File: src/rtl/fifo_wr_arbiter_if.sv
// fifo_wr_arbiter_if: producer-side request bus and FIFO write port shared by the round-robin arbiter
interface fifo_wr_arbiter_if #(
  parameter int width = 4,
  parameter int nreq  = 4
);
  logic [nreq-1:0]       req;
  logic [nreq*width-1:0] req_data;
  logic                  full;
  logic [nreq-1:0]       gnt;
  logic                  write;
  logic [width-1:0]      data_out;
  logic                  busy;
  modport master (output req, req_data, full, input gnt, write, data_out, busy);
  modport slave  (input req, req_data, full, output gnt, write, data_out, busy);
endinterface

File: src/rtl/fifo_wr_arbiter.sv
// fifo_wr_arbiter: round-robin burst arbiter onto one FIFO write port; FIFO_ARB_CNT_EN adds wr_count
module fifo_wr_arbiter #(
  parameter int width = 4,
  parameter int nreq  = 4,
  parameter int burst = 4
) (
  input  logic clk,
  input  logic rst,
`ifdef FIFO_ARB_CNT_EN
  output logic [15:0] wr_count,
`endif
  fifo_wr_arbiter_if.slave bus
);
  localparam int pw = nreq > 1 ? $clog2(nreq) : 1;
  localparam int cw = $clog2(burst + 1);
  typedef enum logic {IDLE, GRANT} state_t;
  state_t state, state_d;
  logic [pw-1:0] ptr, gidx, pick_idx, cand;
  logic [cw-1:0] cnt;
  logic found, accept, release_c;
  assign accept = |(bus.gnt & bus.req) & ~bus.full;
  assign bus.write = accept;
  assign bus.busy = state == GRANT;
  assign bus.data_out = |bus.gnt ? bus.req_data[int'(gidx)*width +: width] : '0;
  // cyclic search for the first active request starting at ptr
  always_comb begin
    found = 1'b0;
    pick_idx = '0;
    cand = '0;
    for (int i = 0; i < nreq; i++) begin
      cand = pw'((int'(ptr) + i) % nreq);
      if (!found && bus.req[cand]) begin
        found = 1'b1;
        pick_idx = cand;
      end
    end
  end
  always_comb begin
    release_c = !bus.req[gidx] || (accept && cnt == cw'(burst - 1));
    state_d = state == IDLE ? (found ? GRANT : IDLE) : (release_c ? IDLE : GRANT);
  end
  always_ff @(posedge clk or negedge rst)
    if (!rst) state <= IDLE;
    else state <= state_d;
  always_ff @(posedge clk or negedge rst)
    if (!rst) begin
      bus.gnt <= '0;
      gidx <= '0;
      ptr <= '0;
      cnt <= '0;
    end else if (state == IDLE && state_d == GRANT) begin
      bus.gnt <= nreq'(1) << pick_idx;
      gidx <= pick_idx;
      cnt <= '0;
    end else if (state == GRANT && state_d == IDLE) begin
      bus.gnt <= '0;
      ptr <= gidx == pw'(nreq - 1) ? '0 : gidx + 1'b1;
    end else if (accept) cnt <= cnt + 1'b1;
`ifdef FIFO_ARB_CNT_EN
  always_ff @(posedge clk or negedge rst)
    if (!rst) wr_count <= '0;
    else if (accept) wr_count <= wr_count + 1'b1;
`endif
endmodule
File: src/flat_wrapper.sv
// flat-port wrapper written by rule: the top's interface ports become plain ports
module fifo_wr_arbiter_flat 
#(
  parameter int width = 4,
  parameter int nreq  = 4,
  parameter int burst = 4
)
  (clk, rst, bus_req, bus_req_data, bus_full, bus_gnt, bus_write, bus_data_out, bus_busy);
  fifo_wr_arbiter_if #(.width(width), .nreq(nreq)) bus_i ();
  input  logic clk;
  input  logic rst;
  input wire logic [$bits(bus_i.req)-1:0] bus_req;
  input wire logic [$bits(bus_i.req_data)-1:0] bus_req_data;
  input wire logic [$bits(bus_i.full)-1:0] bus_full;
  output wire logic [$bits(bus_i.gnt)-1:0] bus_gnt;
  output wire logic [$bits(bus_i.write)-1:0] bus_write;
  output wire logic [$bits(bus_i.data_out)-1:0] bus_data_out;
  output wire logic [$bits(bus_i.busy)-1:0] bus_busy;
  assign bus_i.req = bus_req;
  assign bus_i.req_data = bus_req_data;
  assign bus_i.full = bus_full;
  assign bus_gnt = bus_i.gnt;
  assign bus_write = bus_i.write;
  assign bus_data_out = bus_i.data_out;
  assign bus_busy = bus_i.busy;
  fifo_wr_arbiter #(.width(width), .nreq(nreq), .burst(burst)) u_core (.clk(clk), .rst(rst), .bus(bus_i));
endmodule
File: config.mk
export PLATFORM = sky130hd
export DESIGN_NAME = fifo_wr_arbiter_flat
export DESIGN_NICKNAME = d
export VERILOG_FILES = /design/src/rtl/fifo_wr_arbiter_if.sv /design/src/rtl/fifo_wr_arbiter.sv /design/src/flat_wrapper.sv
export SDC_FILE = /design/constraint.sdc
export NUM_CORES = 1
export LEC_CHECK = 0
export ABC_AREA = 1
export BUFFER_PORTS_ARGS = -buffer_cell sky130_fd_sc_hd__clkbuf_2
export CAP_MARGIN = 20
export CORE_ASPECT_RATIO = 1.75
export CORE_UTILIZATION = 45
export CTS_CLUSTER_SIZE = 8
export DETAILED_ROUTE_END_ITERATION = 6
export GPL_ROUTABILITY_DRIVEN = 0
export GPL_TIMING_DRIVEN = 1
export PLACE_DENSITY = 0.81
export SYNTH_ARGS = -nofsm -noshare
export SYNTH_HDL_FRONTEND = slang
export SYNTH_SLANG_ARGS = --single-unit
File: constraint.sdc
create_clock -name clk -period 2 [get_ports clk]
set_input_delay 0.4 -clock clk [delete_from_list [all_inputs] [get_ports clk]]
set_output_delay 0.4 -clock clk [all_outputs]
set_load 0.05 [all_outputs]
After elaboration in Yosys (flattened, before gate mapping)
Index checks and enable logic that the tools add are counted.

Register bits after elaboration: 12. Input bits: 23. Output and inout port bits: 10. Logic and storage cells: 71.

$add $sub $neg: 5. $lt $le $gt $ge: 5. Eq/ne operators: 3. Shifts and indexed selects: 2. Mux-type cells: 28. Bitwise gates (word level): 6. Reductions and logical operators: 17.

Operators by type and width (number): $shiftx 16x5->4 (1); $lt 2x3->1 const B (5); $mux 1 (12); $mux 4 (3); $bmux 1 s2 (5); $mux 2 (5); $mux 3 (3); $reduce_or 4->1 (2); $logic_and 1x1->1 (6); $add 2x1->2 const B (2); $add 2x2->2 const B (2); $and 4x4->4 (1); $logic_not 1->1 (4); $not 1->1 (4); $reduce_and 2->1 (2); $reduce_bool 2->1 (2); $shl 1x2->4 const A (1); $add 3x1->3 const B (1); $eq 3x2->1 const B (1); $eq 2x2->1 const B (1); $ne 2x1->1 const B (1); $and 1x1->1 (1); $logic_or 1x1->1 (1).

Depth between registers and ports, before layout
Gate-level depths: netlist (run 1).

Word-level depth: 18. Depth in mapped cells: 16. Gate-level depth less buffers: 16.

Least setup slack after synthesis (run 1)
OpenSTA, ideal clock, no wires.

Path kind: register to register. Start: register u_core.bus.gnt[3]. End: register u_core.bus.gnt[1]. Library setup time: 0.067 ns. Arrival: 2.541 ns. Required time: 1.933 ns. Slack: -0.608 ns. Stages on the path, launching flop included: 14. Buffers on the path: 0. Clock period less this slack: 2.608 ns. Cell sequence: dfrtp_1 -> a22o_1 -> nor2_1 -> nor2_1 -> nand2_1 -> nand2_1 -> nand2_1 -> inv_1 -> ha_1 -> inv_1 -> nand3_1 -> nor2_2 -> nand2_1 -> nand2_1.

Word-level cells in the longest chain between the ends: 10. Elaborated cells on any way between the ends: 12. Those cells by class: mux: 3; bitwise: 3; reduce/logical: 6.

RTL lines: start, declared (RTL line fifo_wr_arbiter_if.sv:14) `modport slave (input req, req_data, full, output gnt, write, data_out, busy);`; start signal, assigned (RTL line fifo_wr_arbiter.sv:52) `bus.gnt <= nreq'(1) << pick_idx;`; $and 4x4->4 * (RTL line fifo_wr_arbiter.sv:21) `assign accept = |(bus.gnt & bus.req) & ~bus.full;`; $reduce_or 4->1 * (RTL line fifo_wr_arbiter.sv:21); $and 1x1->1 * (RTL line fifo_wr_arbiter.sv:21); named net bus_write (RTL line flat_wrapper.sv:16) `output wire logic [$bits(bus_i.write)-1:0] bus_write;`; $logic_and 1x1->1 * (RTL line fifo_wr_arbiter.sv:39) `release_c = !bus.req[gidx] || (accept && cnt == cw'(burst - 1));`; $logic_or 1x1->1 * (RTL line fifo_wr_arbiter.sv:39); $mux 1 * (2 in a row) (RTL line fifo_wr_arbiter.sv:40) `state_d = state == IDLE ? (found ? GRANT : IDLE) : (release_c ? IDLE : GRANT);`; named net u_core.state_d (RTL line fifo_wr_arbiter.sv:17) `state_t state, state_d;`; $not 1->1 (RTL line fifo_wr_arbiter.sv:55) `end else if (state == GRANT && state_d == IDLE) begin`; $logic_and 1x1->1 (RTL line fifo_wr_arbiter.sv:55); $reduce_bool 2->1 (no line).

Mark *: on every way through the listed nets, which the timed path passes. The rest lies on a longest branch. A chain may end at the register's enable or synchronous reset.

Worst setup path in the final report (run 1)
Start: register u_core.ptr[0]. End: register u_core.bus.gnt[1].

Word-level cells in the longest chain between the ends: 17. Elaborated cells on any way between the ends: 33. Those cells by class: add/sub: 3; shift: 1; mux: 19; bitwise: 1; reduce/logical: 9.

RTL lines: start, declared (RTL line fifo_wr_arbiter.sv:18) `logic [pw-1:0] ptr, gidx, pick_idx, cand;`; start signal, assigned (RTL line fifo_wr_arbiter.sv:57) `ptr <= gidx == pw'(nreq - 1) ? '0 : gidx + 1'b1;`; branches (longest 11 deep; another with $add 2x1->2); $mux 1 * (RTL line fifo_wr_arbiter.sv:32) `if (!found && bus.req[cand]) begin`; $mux 1 * (2 in a row) (RTL line fifo_wr_arbiter.sv:40); named net u_core.state_d (RTL line fifo_wr_arbiter.sv:17); $not 1->1 (RTL line fifo_wr_arbiter.sv:55); $logic_and 1x1->1 (RTL line fifo_wr_arbiter.sv:55); $reduce_bool 2->1 (no line).

Mark *: on every way through the listed nets, which the timed path passes. The select of a mux whose other input is x is not followed.

==> results.toml, run 1 <==
[logic_synthesis]
synthesis.instances = 167
mappedNetlistNets = 194
synth_simple_gate_area_share_pct = 45.2
synthAdderAreaFrac_pct = 4.65
synth_largest_area_cell = "sky130_fd_sc_hd__dfrtp_1"
ys.warnings.count = 0
synthDominantCellAreaShare_pct = 27.9
mappedNetlistArea_mm2 = 0.00108
ys_types = 23
synth_top_family_by_area = "simple AND/OR/NAND/NOR gates"
synth.area.top_cells = "sky130_fd_sc_hd__dfrtp_1, sky130_fd_sc_hd__nand2_1, sky130_fd_sc_hd__nor2_1"
yosys.area_share.xor_xnor_pct = 0
synth.ff_latch_count = 12
synth_mux_area_share_pct = 0
post_synth.cell_area_avg_um2 = 6.45
synth-compound-area-share_pct = 14.3
yosysSeqAreaShare_pct = 27.9

[routing]
first_pass_iters = 4
vias_per_cell = 5.27
first_iter_violations = 34
antenna_violating_nets_post_route = 0
route.vias.total = 1297
detail_route.drc_violations = 0
totalWireLength_um = 3290
wl_per_cell_um = 13.4

[floorplanning]
floorplan.core_area_mm2 = 0.00227
fp.dieArea_mm2 = 0.00260
top_level_ports = 33
die-height_um = 66.7
die_width_um = 39.0
fp-row-count = 23
floorplan.initialDensity_pct = 47.4

[run]
max_cap_viol_count = 0

[clocking]
cts.sink_count = 12
holdBufCountCts = 0
cts_made_buffers = 3
cts_tree = "done"
cts_max_level = 1
cts_root_buffer = "sky130_fd_sc_hd__clkbuf_8"
cts.clk_slew.worst_paths_ns = 0.06
clkLatencyLatePin_ns = 0.24
max_buffers_root_to_sink = 2

[place]
post-dp-hpwl_um = 2360
numPlacedInstances = 236
io_buffer_count = 32
placement.cell_area_mm2 = 0.00139

[grt]
globalRouteMet1Util_pct = 26.0
gr-usage-all-layers_pct = 26.9
use_met3_pct = 5.00
wire_length_of_the_first_global_routing_pass_um = 4890
met2_usage_pct = 48.8
grt_pass1_vias = 1209
grt_antenna_before_repair = 0
global_route.overflow_total = 0
grt-busiest-layer = "met2"
grt_max_degree = 13

[timing]
rsz0062_at_grt = "yes"
clock-skew-final_ns = 0.00160
setup_viol_count_final = 0
worst_slew_pin_slew_ns = 0.320
period_minus_slack_ns = 1.98
relSlewSlack_pct = 78.7
final_max_slew_viol_count = 0
report.final.hold_viol_count = 0
final.period_utilization_pct = 99.1
achievable-frequency_mhz = 504

[cells_and_area]
cell_area_after_layout_mm2 = 0.00154
layout.nets = 249
n_antenna_cell = 0
area_growth_syn_to_layout_pct = 43.1
final_layout_size_suffix_gt1_share_pct = 42.5
finalNonFillerCells = 246

[pwr]
power-per-cell-area_mw_per_mm2 = 2000
max-vdd-ir-drop_mv = 1.35
power.static_leakage_nw = 0.846

[worst_setup_path]
crit_fanout = 8
worstSetupPathType = "register to register"
setup.worst_path.end_class = "register"
critical_path.cell_chain = "inv_4 > nand2_1 > nand3_1 > nand2_2 > nor2_4 > nand3_2 > nand2_4 > nand2_4 > inv_4 > ha_4 > inv_2 > nand3_2 > nor2_2 > nand2_1 > nand2_1"
cp_data_arrival_time_ns = 2.16
critPathMostFrequentCell = "sky130_fd_sc_hd__nand2_1"
critical_path.startpoint_type = "register"
critical_path.slowest_cell = "sky130_fd_sc_hd__dfrtp_2"
setup.reg_to_reg.worst_slack_ns = 0.02
critical-path-max-stage-delay_ns = 0.45
worst-endpoint-required_ns = 2.18

[outcome]
run_status = "completed"

[min_path]
min_path_type = "input pin to async pin"
-- report_power, final --
part           switching [mW]  total, mW  internal (mW)
registers               0.111      0.459          0.348
logic                    1.43       2.35          0.913
clock network          0.0952      0.269          0.174
-- through the flow --
step                      TNS (ns)  total power, mW  hold WS (ns)  utilization [%]  setup WS, ns
final                            0             3.08        0.0400             67.8        0.0171
after global routing        -0.239             3.30        0.0590             67.8       -0.0771
after CTS                        0             2.83        0.0445             64.9       0.00630
after detailed placement    -0.127             2.48         0.305             61.3       -0.0437
after global placement           0             2.44         0.305             61.3        0.0324
after floorplan                  0             1.88         0.104                -       0.00357
-- cell type report --
cell class	instances	area, um^2
multi-input combinational	134	748
fill	210	732
timing repair buffer	53	327
sequential	12	308
inverter	18	72.6
clock buffer	4	55.1
tap	25	31.3
-- per-layer routing --
layer,share of wire [%],vias to the layer above
li1,-,650
met1,37,606
met2,57,29
met3,3.0,12
met4,3.0,0
met5,0,-
-- worst max-delay path: cells and delay by family, from the launching register on --
kind	cells	cell delay, ns
fa+ha+maj	1	0.19
buf+inv	3	0.21
flops	1	0.45
simple gates	11	1.08
-- cells in the final DEF, fill, tap and decap left out --
master,n
sky130_fd_sc_hd__a21boi_0,1
sky130_fd_sc_hd__a21oi_1,5
sky130_fd_sc_hd__a21oi_2,4
sky130_fd_sc_hd__a22o_1,2
sky130_fd_sc_hd__buf_2,2
sky130_fd_sc_hd__buf_4,20
sky130_fd_sc_hd__buf_6,1
sky130_fd_sc_hd__clkbuf_2,28
sky130_fd_sc_hd__clkbuf_4,2
sky130_fd_sc_hd__clkbuf_8,4
sky130_fd_sc_hd__dfrtp_1,6
sky130_fd_sc_hd__dfrtp_2,6
sky130_fd_sc_hd__ha_1,3
sky130_fd_sc_hd__ha_4,1
sky130_fd_sc_hd__inv_1,14
sky130_fd_sc_hd__inv_2,2
sky130_fd_sc_hd__inv_4,2
sky130_fd_sc_hd__nand2_1,48
sky130_fd_sc_hd__nand2_2,8
sky130_fd_sc_hd__nand2_4,7
sky130_fd_sc_hd__nand3_1,11
sky130_fd_sc_hd__nand3_2,3
sky130_fd_sc_hd__nand4_1,2
sky130_fd_sc_hd__nor2_1,17
sky130_fd_sc_hd__nor2_2,2
sky130_fd_sc_hd__nor2_4,2
sky130_fd_sc_hd__nor3_1,1
sky130_fd_sc_hd__nor4_1,1
sky130_fd_sc_hd__o21a_1,1
sky130_fd_sc_hd__o21ai_0,13
sky130_fd_sc_hd__o21ai_1,1
sky130_fd_sc_hd__o22ai_1,1
-- repair_timing --
action / in CTS / in global routing
setup buffers: 2 / 4
resized for setup: 5 / 15
pin swaps: 1 / 12
gates cloned: 0 / 0
endpoints found under the setup margin: 4 / 12
-- registers in the layout, summed over array words and instances, names as in the netlist --
| name | count |
|---|---|
| u_core.cnt | 3 |
| u_core.ptr | 2 |
| u_core.bus.busy | 1 |
| u_core.bus.gnt | 4 |
| u_core.gidx | 2 |
-- logic make-up after synthesis --
group           count (synthesis)
fa+ha+maj                       4
buf+inv                        21
compound gates                 28
simple gates                  102
flops                          12
-- worst paths after layout --
kind,to,startpoint,cells past startpoint
worst max-delay path,u_core.bus.gnt[1],u_core.ptr[0],15
worst min-delay path,u_core.gidx[0],rst,1
worst max register to register,u_core.bus.gnt[1],u_core.ptr[0],15
worst min register to register,u_core.cnt[1],u_core.cnt[1],2
max in group asynchronous,u_core.gidx[1],rst,1
min in group clk,u_core.cnt[1],bus_full,4
-- cell usage after synthesis, drive strengths merged --
cell / count
a21oi: 9
clkbuf: 2
nor2: 21
o21a: 1
inv: 18
dfrtp: 12
nor3: 1
ha: 4
a21boi: 1
nand3: 14
nand2: 63
a22o: 2
buf: 1
o22ai: 1
nor4: 1
o21ai: 14
nand4: 2
Note: power is estimated with default switching activity, not from simulation.
==> run 2, diff against run 1 <==
--- a/config.mk
+++ b/config.mk
@@ -14,7 +14,8 @@
 export DETAILED_ROUTE_END_ITERATION = 6
 export GPL_ROUTABILITY_DRIVEN = 0
 export GPL_TIMING_DRIVEN = 1
-export PLACE_DENSITY = 0.81
+export PLACE_DENSITY = 0.78
 export SYNTH_ARGS = -nofsm -noshare
 export SYNTH_HDL_FRONTEND = slang
 export SYNTH_SLANG_ARGS = --single-unit
+export TNS_END_PERCENT = 30
==> constraint.sdc (replaced) <==
create_clock -name clk -period 1.98 [get_ports clk]
set_input_delay 0.396 -clock clk [delete_from_list [all_inputs] [get_ports clk]]
set_output_delay 0.396 -clock clk [all_outputs]
set_load 0.05 [all_outputs]
==> run 2 against run 1 <==
  * Maximum frequency is 2.7% higher
  * Sequential cell count did not move
  * Critical path depth up 1
  * Clock skew rose by 0.0036 ns
  * Non-clock buffer count is 5 lower
  * Register-to-register slack improved by 0.03 ns
  * Sequential share of layout area grew 0.18 points
  * Total power increased by 1.7%
  * Clock-buffer cell count is the same
  * Critical endpoint is now u_core.bus.gnt[0]
  * Largest cell class unchanged
  * Highest routed layer unchanged
==> results.toml, run 2 (synthesized netlist as in run 1, its figures left out) <==
[pwr]
power-per-cell-area_mw_per_mm2 = 2040
max-vdd-ir-drop_mv = 1.46
power.static_leakage_nw = 0.833

[worst_setup_path]
critical_path.slowest_cell = "sky130_fd_sc_hd__dfrtp_2"
cp_num_buf_inv = 3
crit_reg_reg_startpoint = "u_core.ptr[0]"
critical_path.startpoint_type = "register"
critical_path.endpoint = "u_core.bus.gnt[0]"
worstSetupPathType = "register to register"
critical_path.startpoint = "u_core.ptr[0]"
reg2reg_to = "u_core.bus.gnt[0]"
setup.reg_to_reg.worst_slack_ns = 0.05
critical_path.cell_chain = "buf_6 > nand2_2 > nand2_2 > nand2_2 > nand2_4 > nor2_4 > nand3_2 > nand2_4 > nand2_4 > inv_4 > ha_4 > inv_4 > nand3_4 > nor2_4 > nand2_1 > nand2_1"
critical-path-max-stage-delay_ns = 0.44
crit_fanout = 8
cp_data_arrival_time_ns = 2.11
worst-path-stages = 16
setup.worst_path.end_class = "register"
critical-path-top-delay-family = "simple AND/OR/NAND/NOR gates"
worst-endpoint-required_ns = 2.16
worst_r2r_path_depth = 16

[timing]
report.final.hold_viol_count = 0
final_max_slew_viol_count = 0
worst_slew_pin_slew_ns = 0.319
setup_viol_count_final = 0
period_minus_slack_ns = 1.93
achievable-frequency_mhz = 518
relSlewSlack_pct = 78.5
rsz0062_at_grt = "yes"
final.period_utilization_pct = 97.5
clock-skew-final_ns = 0.00522

[floorplanning]
floorplan.initialDensity_pct = 47.4
fp-row-count = 23
top_level_ports = 33
floorplan.core_area_mm2 = 0.00227
fp.dieArea_mm2 = 0.00260
die_width_um = 39.0
die-height_um = 66.7

[grt]
gr-usage-all-layers_pct = 26.1
grt_pass1_vias = 1169
grt_antenna_before_repair = 0
wire_length_of_the_first_global_routing_pass_um = 4860
global_route.overflow_total = 0
grt_max_degree = 13

[routing]
first_iter_violations = 32
route.vias.total = 1263
vias_per_cell = 5.24
wl_per_cell_um = 13.2
first_pass_iters = 4
detail_route.drc_violations = 0
antenna_violating_nets_post_route = 0
totalWireLength_um = 3190

[cells_and_area]
n_antenna_cell = 0
layout.nets = 244
finalCoreUtilization_pct = 67.5
max_flop_register = "u_core.bus.gnt"
registers_with_the_most_flip_flops = "u_core.bus.gnt x4, u_core.cnt x3"
area_growth_syn_to_layout_pct = 42.4
finalNonFillerCells = 241
final_layout_size_suffix_gt1_share_pct = 42.1
mostFrequentLayoutCell = "sky130_fd_sc_hd__nand2_1"
layout_common_cells = "sky130_fd_sc_hd__nand2_1, sky130_fd_sc_hd__clkbuf_2, sky130_fd_sc_hd__nor2_1, sky130_fd_sc_hd__inv_1, sky130_fd_sc_hd__buf_4"
largest_register_ffs = 4

[clocking]
cts.clk_slew.worst_paths_ns = 0.05
max_buffers_root_to_sink = 2
clkLatencyLatePin_ns = 0.24
cts_root_buffer = "sky130_fd_sc_hd__clkbuf_8"
cts_max_level = 1
cts.sink_count = 12
cts_tree = "done"
cts_made_buffers = 3
holdBufCountCts = 0

[run]
max_cap_viol_count = 0

[min_path]
min_path_type = "input pin to async pin"

[place]
numPlacedInstances = 233
post-dp-hpwl_um = 2450
io_buffer_count = 32

[outcome]
run_status = "completed"
==> run 2: cell count changes in the layout (fill, tap and decap cells not counted), moves of 2 or more <==
cell / change
sky130_fd_sc_hd__a21oi_2: -3
sky130_fd_sc_hd__a21oi_1: +3
sky130_fd_sc_hd__buf_4: -6
sky130_fd_sc_hd__buf_6: +2
sky130_fd_sc_hd__nand2_1: -3
sky130_fd_sc_hd__nand2_2: +2
==> run 2: timing repair <==
| action | CTS | global route |
|---|---|---|
| pin swaps | 0 | 12 |
| setup buffers | 0 | 4 |
| resized for setup | 7 | 23 |
| endpoints found under the setup margin | 4 | 11 |
==> run 2: layout make-up <==
| class | instances | area [um^2] |
|---|---|---|
| multi-input combinational | 134 | 767 |
| clock buffer | 4 | 55.1 |
| fill | 192 | 739 |
| sequential | 12 | 309 |
| tap | 25 | 31.3 |
| timing repair buffer | 48 | 297 |
| inverter | 18 | 75.1 |
==> run 2: worst reg2reg max path: cells and delay by family (launching register included) <==
| kind | cells | cell delay (ns) |
|---|---|---|
| simple gates | 12 | 0.97 |
| flops | 1 | 0.44 |
| fa+ha+maj | 1 | 0.20 |
| buf+inv | 3 | 0.27 |
==> run 2: stage by stage <==
| stage | TNS, ns | setup WS (ns) | power [mW] | hold slack, ns | instance area [um^2] |
|---|---|---|---|---|---|
| after global placement | 0 | 0.0136 | 2.41 | 0.294 | 1370 |
| after CTS | 0 | 0.00902 | 2.81 | 0.0382 | 1450 |
| after detailed placement | -0.0662 | -0.0336 | 2.49 | 0.297 | 1370 |
| after floorplan | -0.197 | -0.0655 | 1.92 | 0.100 | 1110 |
| after global routing | -0.232 | -0.0812 | 3.38 | 0.0568 | 1530 |
| final | 0 | 0.0497 | 3.13 | 0.0309 | 1530 |
==> run 2: per-layer routing <==
layer	global-route usage, %	vias up	routed length, um
li1	-	640	-
met5	0	-	0
met1	31.3	588	1210
met4	11.6	0	55
met2	45.4	28	1840
met3	1.67	7	87
==> run 2: power by group <==
part / total [mW] / switching (mW) / internal [mW]
Combinational: 2.38 / 1.47 / 0.913
Sequential: 0.481 / 0.127 / 0.354
Clock: 0.266 / 0.0905 / 0.176
Total: 3.13 / 1.69 / 1.44
==> run 2: how the worst min path moves through the flow <==
stage                     slack (ns)                end  cells past startpoint  start
after global routing            0.06     u_core.gidx[1]                      1    rst
after detailed placement        0.30     u_core.gidx[1]                      1    rst
after global placement          0.29      u_core.cnt[1]                      1    rst
after floorplan                 0.10    u_core.bus.busy                      0    rst
final                           0.03  u_core.bus.gnt[3]                      1    rst
after CTS                       0.04     u_core.gidx[1]                      1    rst
